`config.mk`:
```
export PLATFORM = sky130hd
export DESIGN_NAME = alu_seq_flat
export DESIGN_NICKNAME = d
export VERILOG_FILES = /design/src/rtl/alu_seq_if.sv /design/src/rtl/alu_seq.sv /design/src/flat_wrapper.sv
export SDC_FILE = /design/constraint.sdc
export NUM_CORES = 1
export LEC_CHECK = 0
export BUFFER_PORTS_ARGS = -buffer_cell sky130_fd_sc_hd__buf_2
export CAP_MARGIN = 10
export CORE_ASPECT_RATIO = 0.9
export CORE_MARGIN = 2
export CORE_UTILIZATION = 35
export CTS_CLUSTER_DIAMETER = 40
export CTS_CLUSTER_SIZE = 12
export DETAILED_ROUTE_END_ITERATION = 7
export GPL_ROUTABILITY_DRIVEN = 0
export MAX_ROUTING_LAYER = met4
export SLEW_MARGIN = 20
export SYNTH_ARGS = -nofsm -noshare
export SYNTH_HDL_FRONTEND = slang
export SYNTH_SLANG_ARGS = --single-unit
```
`constraint.sdc`:
```
create_clock -name clk -period 2.85 [get_ports clk]
set_input_delay 0.285 -clock clk [delete_from_list [all_inputs] [get_ports clk]]
set_output_delay 0.285 -clock clk [all_outputs]
set_load 0.1 [all_outputs]
```
`src/rtl/alu_seq_if.sv`:
```
// alu_seq_if: operand/result bundle for the sequential ALU.
//   Request side : in_valid, in_ready, A, B, Cntr
//   Response side: out_valid, out_ready, R, ALUFlags ([0] Z, [1] C, [2] N, [3] V)
//   master modport - the producer of operations / consumer of results
//   slave  modport - the ALU itself
interface alu_seq_if #(
    parameter int N = 8
);
    logic         in_valid;
    logic         in_ready;
    logic [N-1:0] A;
    logic [N-1:0] B;
    logic [2:0]   Cntr;
    logic         out_valid;
    logic         out_ready;
    logic [N-1:0] R;
    logic [3:0]   ALUFlags;

    modport master (
        output in_valid, A, B, Cntr, out_ready,
        input  in_ready, out_valid, R, ALUFlags
    );

    modport slave (
        input  in_valid, A, B, Cntr, out_ready,
        output in_ready, out_valid, R, ALUFlags
    );
endinterface

```
`src/rtl/alu_seq.sv`:
```
// alu_seq: registered multi-cycle ALU with valid/ready handshakes.
//   clk   - rising-edge clock
//   reset - asynchronous, active-high reset
//   bus   - alu_seq_if.slave: operands A/B, opcode Cntr, result R, flags ALUFlags
// Single-cycle ops (ADD/SUB/AND/OR/NOT/MOV/LSL) finish on the accept edge;
// MUL runs an N-step shift-add loop. The result is held in DONE until taken.
module alu_seq #(
    parameter int N = 8
) (
    input  logic      clk,
    input  logic      reset,
    alu_seq_if.slave  bus
);
    localparam int SW = $clog2(N);

    localparam logic [2:0] OP_ADD = 3'b000;
    localparam logic [2:0] OP_SUB = 3'b001;
    localparam logic [2:0] OP_AND = 3'b010;
    localparam logic [2:0] OP_OR  = 3'b011;
    localparam logic [2:0] OP_NOT = 3'b100;
    localparam logic [2:0] OP_MOV = 3'b101;
    localparam logic [2:0] OP_MUL = 3'b110;
    localparam logic [2:0] OP_LSL = 3'b111;

    localparam logic [SW:0] CNT_LAST = (SW+1)'(N-1);

    typedef enum logic [1:0] {
        ST_IDLE = 2'b00,
        ST_MUL  = 2'b01,
        ST_DONE = 2'b10
    } state_t;

    state_t         state_r;
    logic           in_ready_r;
    logic           out_valid_r;
    logic [N-1:0]   r_r;
    logic [3:0]     flags_r;
    logic [SW:0]    cnt_r;
    logic [2*N-1:0] mcand_r;
    logic [N-1:0]   mplier_r;
    logic [2*N-1:0] prod_r;

    logic [N:0]     sum_s;
    logic [N:0]     shl_s;
    logic [N-1:0]   res_s;
    logic           c_s;
    logic           v_s;
    logic [2*N-1:0] prod_next_s;

    // Pack result-derived and op-specific flags as {V, N, C, Z}
    function automatic logic [3:0] make_flags(input logic [N-1:0] res,
                                              input logic c, input logic v);
        return {v, res[N-1], c, (res == {N{1'b0}})};
    endfunction

    // Single-cycle datapath, evaluated on the live operands in IDLE
    always_comb begin
        sum_s = {(N+1){1'b0}};
        // Bit N of the widened shift is the last bit shifted out (0 for amount 0)
        shl_s = {1'b0, bus.A} << bus.B[SW-1:0];
        res_s = {N{1'b0}};
        c_s   = 1'b0;
        v_s   = 1'b0;
        case (bus.Cntr)
            OP_ADD: begin
                sum_s = {1'b0, bus.A} + {1'b0, bus.B};
                res_s = sum_s[N-1:0];
                c_s   = sum_s[N];
                v_s   = (bus.A[N-1] == bus.B[N-1]) && (sum_s[N-1] != bus.A[N-1]);
            end
            OP_SUB: begin
                sum_s = {1'b0, bus.A} + {1'b0, ~bus.B} + {{N{1'b0}}, 1'b1};
                res_s = sum_s[N-1:0];
                c_s   = sum_s[N];
                v_s   = (bus.A[N-1] == ~bus.B[N-1]) && (sum_s[N-1] != bus.A[N-1]);
            end
            OP_AND: res_s = bus.A & bus.B;
            OP_OR:  res_s = bus.A | bus.B;
            OP_NOT: res_s = ~bus.B;
            OP_MOV: res_s = bus.B;
            OP_LSL: begin
                res_s = shl_s[N-1:0];
                c_s   = shl_s[N];
            end
            default: res_s = {N{1'b0}};
        endcase
    end

    // One shift-add step; the final step's sum is loaded straight into R
    always_comb begin
        if (mplier_r[0]) begin
            prod_next_s = prod_r + mcand_r;
        end else begin
            prod_next_s = prod_r;
        end
    end

    // Control FSM with registered handshake outputs, result and flags
    always_ff @(posedge clk or posedge reset) begin
        if (reset) begin
            state_r     <= ST_IDLE;
            in_ready_r  <= 1'b1;
            out_valid_r <= 1'b0;
            r_r         <= {N{1'b0}};
            flags_r     <= 4'b0000;
            cnt_r       <= {(SW+1){1'b0}};
            mcand_r     <= {(2*N){1'b0}};
            mplier_r    <= {N{1'b0}};
            prod_r      <= {(2*N){1'b0}};
        end else begin
            case (state_r)
                ST_IDLE: begin
                    if (bus.in_valid) begin
                        in_ready_r <= 1'b0;
                        if (bus.Cntr == OP_MUL) begin
                            mcand_r  <= {{N{1'b0}}, bus.A};
                            mplier_r <= bus.B;
                            prod_r   <= {(2*N){1'b0}};
                            cnt_r    <= {(SW+1){1'b0}};
                            state_r  <= ST_MUL;
                        end else begin
                            r_r         <= res_s;
                            flags_r     <= make_flags(res_s, c_s, v_s);
                            out_valid_r <= 1'b1;
                            state_r     <= ST_DONE;
                        end
                    end
                end
                ST_MUL: begin
                    prod_r   <= prod_next_s;
                    mcand_r  <= mcand_r << 1;
                    mplier_r <= mplier_r >> 1;
                    cnt_r    <= cnt_r + {{SW{1'b0}}, 1'b1};
                    if (cnt_r == CNT_LAST) begin
                        r_r         <= prod_next_s[N-1:0];
                        flags_r     <= make_flags(prod_next_s[N-1:0],
                                                  |prod_next_s[2*N-1:N], 1'b0);
                        out_valid_r <= 1'b1;
                        state_r     <= ST_DONE;
                    end
                end
                ST_DONE: begin
                    if (bus.out_ready) begin
                        out_valid_r <= 1'b0;
                        in_ready_r  <= 1'b1;
                        state_r     <= ST_IDLE;
                    end
                end
                default: begin
                    state_r     <= ST_IDLE;
                    in_ready_r  <= 1'b1;
                    out_valid_r <= 1'b0;
                end
            endcase
        end
    end

    assign bus.in_ready  = in_ready_r;
    assign bus.out_valid = out_valid_r;
    assign bus.R         = r_r;
    assign bus.ALUFlags  = flags_r;
endmodule

```
`src/flat_wrapper.sv`:
```
// flat-port wrapper written by rule: the top's interface ports become plain ports
module alu_seq_flat 
#(
    parameter int N = 8
)
  (clk, reset, bus_in_valid, bus_A, bus_B, bus_Cntr, bus_out_ready, bus_in_ready, bus_out_valid, bus_R, bus_ALUFlags);
  alu_seq_if #(.N(N)) bus_i ();
  input  logic clk;
  input  logic reset;
  input wire logic [$bits(bus_i.in_valid)-1:0] bus_in_valid;
  input wire logic [$bits(bus_i.A)-1:0] bus_A;
  input wire logic [$bits(bus_i.B)-1:0] bus_B;
  input wire logic [$bits(bus_i.Cntr)-1:0] bus_Cntr;
  input wire logic [$bits(bus_i.out_ready)-1:0] bus_out_ready;
  output wire logic [$bits(bus_i.in_ready)-1:0] bus_in_ready;
  output wire logic [$bits(bus_i.out_valid)-1:0] bus_out_valid;
  output wire logic [$bits(bus_i.R)-1:0] bus_R;
  output wire logic [$bits(bus_i.ALUFlags)-1:0] bus_ALUFlags;
  assign bus_i.in_valid = bus_in_valid;
  assign bus_i.A = bus_A;
  assign bus_i.B = bus_B;
  assign bus_i.Cntr = bus_Cntr;
  assign bus_i.out_ready = bus_out_ready;
  assign bus_in_ready = bus_i.in_ready;
  assign bus_out_valid = bus_i.out_valid;
  assign bus_R = bus_i.R;
  assign bus_ALUFlags = bus_i.ALUFlags;
  alu_seq #(.N(N)) u_core (.clk(clk), .reset(reset), .bus(bus_i));
endmodule
```
Word-level counts from Yosys, hierarchy flattened
Cells that the tools add are included.
{"block": "totals", "reg_bits": 60, "output_inout_bits": 14, "elab_cells": 89}
{"block": "op_classes", "n_addsub": 5, "eq_ne": 19, "n_shift": 1, "muxes": 37, "bitwise": 5, "n_reduce_logical": 13}
{"operator": "two-way mux 16 bit", "count": 5}
{"operator": "one-hot mux 16 bit (2 select lines)", "count": 2}
{"operator": "one-hot mux 8 bit (7 select lines)", "count": 1}
{"operator": "two-way mux 8 bit", "count": 5}
{"operator": "one-hot mux 8 bit (2 select lines)", "count": 2}
{"operator": "two-way mux 4 bit", "count": 5}
{"operator": "adder 8 x 8 -> 9 bit", "count": 2}
{"operator": "adder 16 bit", "count": 1}
{"operator": "zero test 8 bit", "count": 2}
{"operator": "one-hot mux 4 bit (2 select lines)", "count": 2}
{"operator": "equality test 3 bit (second input constant)", "count": 4}
{"operator": "adder 9 x 1 -> 9 bit (second input constant)", "count": 1}
{"operator": "one-hot mux 1 bit (3 select lines)", "count": 3}
{"operator": "AND reduction 3 bit", "count": 3}
{"operator": "<< shifter 8 x 3 -> 9 bit", "count": 1}
{"operator": "bitwise AND 8 bit", "count": 1}
{"operator": "two-way mux 2 bit", "count": 4}
{"operator": "inverter 8 bit", "count": 1}
{"operator": "OR 8 bit", "count": 1}
{"operator": "AND reduction 4 bit", "count": 2}
{"operator": "OR reduction 8 bit", "count": 1}
{"operator": "equality test 3 x 2 -> 1 bit (second input constant)", "count": 2}
{"operator": "two-way mux 1 bit", "count": 6}
{"operator": "!= test 2 bit (second input constant)", "count": 3}
{"operator": "15 further kinds", "count": 20}

Depth between registers and ports, before layout
{"block": "depth", "depth_word": 9, "mapped_depth": 12, "depth_no_buf": 12}

Worst setup path after synthesis
Ideal clock, no wire load.
{"block": "synth_path", "kind": "input port to flip-flop", "startpoint": "in bus_B[1]", "endpoint": "reg u_core.r_r[5] (netlist: u_core.bus.R[5])", "setup_time_ns": 0.126, "arrival_time_ns": 2.415, "t_required_ns": 2.724, "setup_slack_ns": 0.309, "stages": 11, "path_cell_list": "buf_2 inv_2 ha_1 a21o_1 a221o_1 nor2_2 a2bb2oi_2 xnor2_1 a2111oi_4 o21ai_1 mux2_2"}
{"block": "synth_between", "elab_chain_cells": 7, "elab_cells_between_ends": 9, "cone_classes": "3 x add/sub; 1 x shift; 4 x mux; 1 x bitwise"}
{"element": "start: declaration", "line_no": "flat_wrapper.sv:12", "source": "input wire logic [$bits(bus_i.B)-1:0] bus_B;"}
{"element": "inverter 8 bit", "line_no": "alu_seq.sv:72", "source": "sum_s = {1'b0, bus.A} + {1'b0, ~bus.B} + {{N{1'b0}}, 1'b1};"}
{"element": "adder 8 x 8 -> 9 bit", "line_no": "alu_seq.sv:72"}
{"element": "adder 9 x 1 -> 9 bit", "line_no": "alu_seq.sv:72"}
{"element": "one-hot mux 8 bit (7 select lines) (*)", "line_no": "alu_seq.sv:64", "source": "case (bus.Cntr)"}
{"element": "two-way mux 8 bit (*)", "line_no": "alu_seq.sv:115", "source": "if (bus.Cntr == OP_MUL) begin"}
{"element": "two-way mux 8 bit (*)", "line_no": "alu_seq.sv:113", "source": "if (bus.in_valid) begin"}
{"element": "one-hot mux 8 bit (2 select lines) (*)", "line_no": "alu_seq.sv:111", "source": "case (state_r)"}
{"element": "end signal: assignment", "line_no": "alu_seq.sv:104", "source": "r_r <= {N{1'b0}};"}
{"element": "end signal: assignment", "line_no": "alu_seq.sv:122", "source": "r_r <= res_s;"}
{"element": "end signal: assignment", "line_no": "alu_seq.sv:135", "source": "r_r <= prod_next_s[N-1:0];"}
{"element": "end: declaration", "line_no": "alu_seq.sv:36", "source": "logic [N-1:0] r_r;"}
Every way passes the cells marked *; elsewhere a longest branch is shown, timed or not. The select of a mux whose other input is x is not followed.
A chain may end at the register's enable or synchronous reset.

Final worst setup path
{"block": "layout_path", "startpoint": "reg u_core.prod_r[9]", "endpoint": "reg u_core.prod_r[15]"}
{"block": "layout_between", "elab_chain_cells": 3}
{"element": "start: declaration", "line_no": "alu_seq.sv:41", "source": "logic [2*N-1:0] prod_r;"}
{"element": "start signal: assignment", "line_no": "alu_seq.sv:109", "source": "prod_r <= {(2*N){1'b0}};"}
{"element": "start signal: assignment", "line_no": "alu_seq.sv:118", "source": "prod_r <= {(2*N){1'b0}};"}
{"element": "start signal: assignment", "line_no": "alu_seq.sv:130", "source": "prod_r <= prod_next_s;"}
{"element": "adder 16 bit", "line_no": "alu_seq.sv:92", "source": "prod_next_s = prod_r + mcand_r;"}
{"element": "two-way mux 16 bit", "line_no": "alu_seq.sv:91", "source": "if (mplier_r[0]) begin"}
{"element": "one-hot mux 16 bit (2 select lines)", "line_no": "alu_seq.sv:111"}
Every way passes these cells.

==> flow_summary.json <==
{
  "status": "completed",
  "port_buffers": 36,
  "synthDistinctLibCells": 78,
  "drive_above_1_share_pct": 20.63,
  "place_area_sq_um": 5369,
  "dp_slack_ns": -0.03044,
  "max_freq_ghz": 0.3681,
  "via_per_inst": 5.584,
  "crit_fanout": 6,
  "power.density_nw_per_um2": 983.5,
  "grt_max_degree": 34,
  "post_synth.cell_area_avg_sq_um": 8.827,
  "async_flop_share_pct": 100.0,
  "ir_worst_vdd_v": 0.0003988,
  "io_pins": 37,
  "grt_pass1_wl_um": 21990,
  "pwr-share-seq_pct": 25.7,
  "synthToLayoutAreaGrowth_pct": 17.48,
  "finalSetupViolations": 0,
  "max_slew_margin_pct": 52.50,
  "post-dp-hpwl_um": 9896,
  "cp-start-kind": "flip-flop",
  "hold_viol": 0,
  "dieArea_sq_um": 14800,
  "dpl.cell_count": 758,
  "r2r_end": "u_core.prod_r[15]",
  "synth.net_count": 617,
  "synth_top_cells_by_area": "dfrtp_1 (30%), ha_1 (11%), nand2_1 (5.0%)",
  "synth-seq-cells": 59,
  "cp.arrival_ns": 2.93,
  "clkPwrFrac_pct": 19.9,
  "antenna_left": 0,
  "worstSetupPathType": "flip-flop to flip-flop",
  "setup_ws_ns": 0.1333,
  "internal_power_mw": 2.994,
  "p_sw_share_pct": 46.53,
  "cts_tree": "built",
  "final_cells": 774,
  "drc": 0,
  "die-height_um": 115.6,
  "postLayoutCoreUtil_pct": 42.44,
  "gr-usage-all-layers_pct": 19.51,
  "first_global_vias": 4316,
  "cp-end-kind": "flip-flop",
  "clk_latency_ns": 0.34,
  "drtPass1Iterations": 6,
  "hold_buffers": 0,
  "yosysTopAreaCell": "dfrtp_1",
  "hold_path_class": "input pin to async pin",
  "numCtsBuffers": 9,
  "grt_overflow": 0,
  "slew_violations": 0,
  "drtIter0Drc": 299,
  "cts.htree.levels": 3,
  "synth_ff_type": "dfrtp_1",
  "synth_top_area_share_pct": 29.95,
  "power_switching_mw": 2.605,
  "final_area_sq_um": 5693,
  "maxCapViolCount": 0,
  "num-nets-final": 669,
  "core_sq_um": 13410,
  "worst_slew_pin_slew_ns": 0.7125,
  "synth.most_common_cell": "nand2_1",
  "power.share.combinational_pct": 54.4,
  "dieWidth_um": 128.0,
  "reg2reg_from": "u_core.prod_r[9]",
  "start_util_pct": 36.13,
  "path_clk_slew_ns": 0.06,
  "fin_skew_ns": 0.007761,
  "clk_path_buf_depth": 2,
  "syn_inst": 549,
  "yosys_warnings": 0,
  "antenna_found_initial": 0,
  "antenna_cells": 0,
  "r2r_slack_ns": 0.13,
  "period_share_pct": 95.32,
  "root_buffer": "clkbuf_16",
  "synth_edf_count": 0,
  "ys_seq_area_share_pct": 30.49,
  "period_minus_slack_ns": 2.717,
  "nFillCells": 1334,
  "yosys-top-cells-count": "nand2_1 (64), dfrtp_1 (58), ha_1 (42)",
  "fp-row-count": 40,
  "drt-total-wl_um": 13320,
  "vias": 4322,
  "critPathRequiredTime_ns": 3.07,
  "clock_sinks": 59,
  "rr_worst_depth": 9,
  "wl_per_cell_um": 17.21,
  "synthesis.area_sq_um": 4846,
  "p_leak_nw": 2.735
}
-- how the worst max path moves through the flow --
stage,startpoint,slack (ns),depth (start not counted),endpoint
5_1_grt,u_core.prod_r[0],-0.02,11,u_core.bus.ALUFlags[1]
4_1_cts,u_core.prod_r[0],0.07,11,u_core.bus.ALUFlags[1]
6_report,u_core.prod_r[9],0.13,9,u_core.prod_r[15]
3_5_place_dp,bus_A[0],-0.03,12,u_core.bus.ALUFlags[0]
2_1_floorplan,bus_B[1],0.31,11,u_core.bus.R[5]
3_3_place_gp,bus_A[0],0.05,12,u_core.bus.ALUFlags[0]
-- placed cells by master, fill, tap and decap left out, types with 3 or more instances in the layout --
cell type,count
and2_1,3
a22oi_1,4
o21a_1,4
o31ai_1,3
mux2i_1,18
and3_1,3
buf_2,36
nor2b_1,6
nand2b_1,11
a221oi_1,3
nor2_1,38
a21o_1,9
dfrtp_1,58
or3_1,3
nor3b_1,5
xnor2_1,11
nor3_1,12
nand2_1,64
a22o_1,13
ha_1,42
mux2_2,5
xor2_1,9
or2_2,3
inv_1,31
clkbuf_16,9
nor4b_1,3
a222oi_1,5
fa_1,3
a21oi_1,30
a221o_1,4
buf_4,36
a211oi_1,4
o22ai_1,6
a31oi_1,14
o21bai_1,3
o21ai_0,31
-- stage by stage --
step	hold WS, ns	power (mW)	TNS, ns
after global routing	0.1286	5.996	-0.02490
final	0.05026	5.599	0
after CTS	0.08995	5.588	0
after floorplan	0.4177	3.696	0
after global placement	0.4479	4.371	0
after detailed placement	0.4588	4.442	-0.03044
-- critical path, cell delays in order (launching register included) --
cell and delay [ns]:
dfrtp_1 0.40, ha_1 0.37, and2_4 0.17, a221o_1 0.39, a221oi_4 0.35, o21ai_2 0.13, o31ai_2 0.23, mux2i_1 0.32
nand2b_1 0.15, a31oi_1 0.09
-- registers in the layout, indices dropped and copies added (netlist names) --
signal / flops
u_core.mcand_r: 16
u_core.prod_r: 16
u_core.mplier_r: 8
u_core.bus.R: 7
u_core.bus.ALUFlags: 4
u_core.cnt_r: 4
u_core.state_r: 2
u_core.bus.in_ready: 1
u_core.bus.out_valid: 1
-- layout make-up --
type	count	area (sq um)	share of cell area, %
clock inverter	6	65.06	1.143
sequential	59	1478	25.96
inverter	33	123.9	2.176
tap	168	210.2	3.692
clock buffer	10	239.0	4.198
timing repair buffer	72	450.4	7.912
multi-input combinational	426	3127	54.92
-- what timing repair did --
item                                    CTS  global route
resized for setup                         0             5
endpoints found under the setup margin    0             3
buffers inserted                          0             0
-- kinds of logic (layout without fill, tap and decap cells) --
kind of cell	after synthesis	after routing	synth area share (%)
flops	59	59	30.49
compound gates	165	165	25.36
buf+inv	64	121	5.448
xor+xnor	20	20	3.615
fa+ha+maj	45	45	12.08
simple gates	171	171	17.35
mux	25	25	5.654
-- power by group through the flow --
stage | registers, mW | clock network (mW) | logic [mW]
finish | 1.44 | 1.11 | 3.05
global route | 1.48 | 1.18 | 3.34
CTS | 1.44 | 1.14 | 3.01
detailed placement | 1.44 | 0 | 3.00
global placement | 1.43 | 0 | 2.94
floorplan | 1.92 | 0 | 1.78
-- metal layers --
layer,part of all wire [%],GRT usage [%],routed length (um),vias up
met5,0,-,0,-
met2,47,30.30,6232,118
met3,5.0,4.894,670,16
met4,1.4,6.374,183,0
li1,-,-,-,2091
met1,47,25.09,6237,2097
Note: power is estimated with default switching activity, not from simulation.
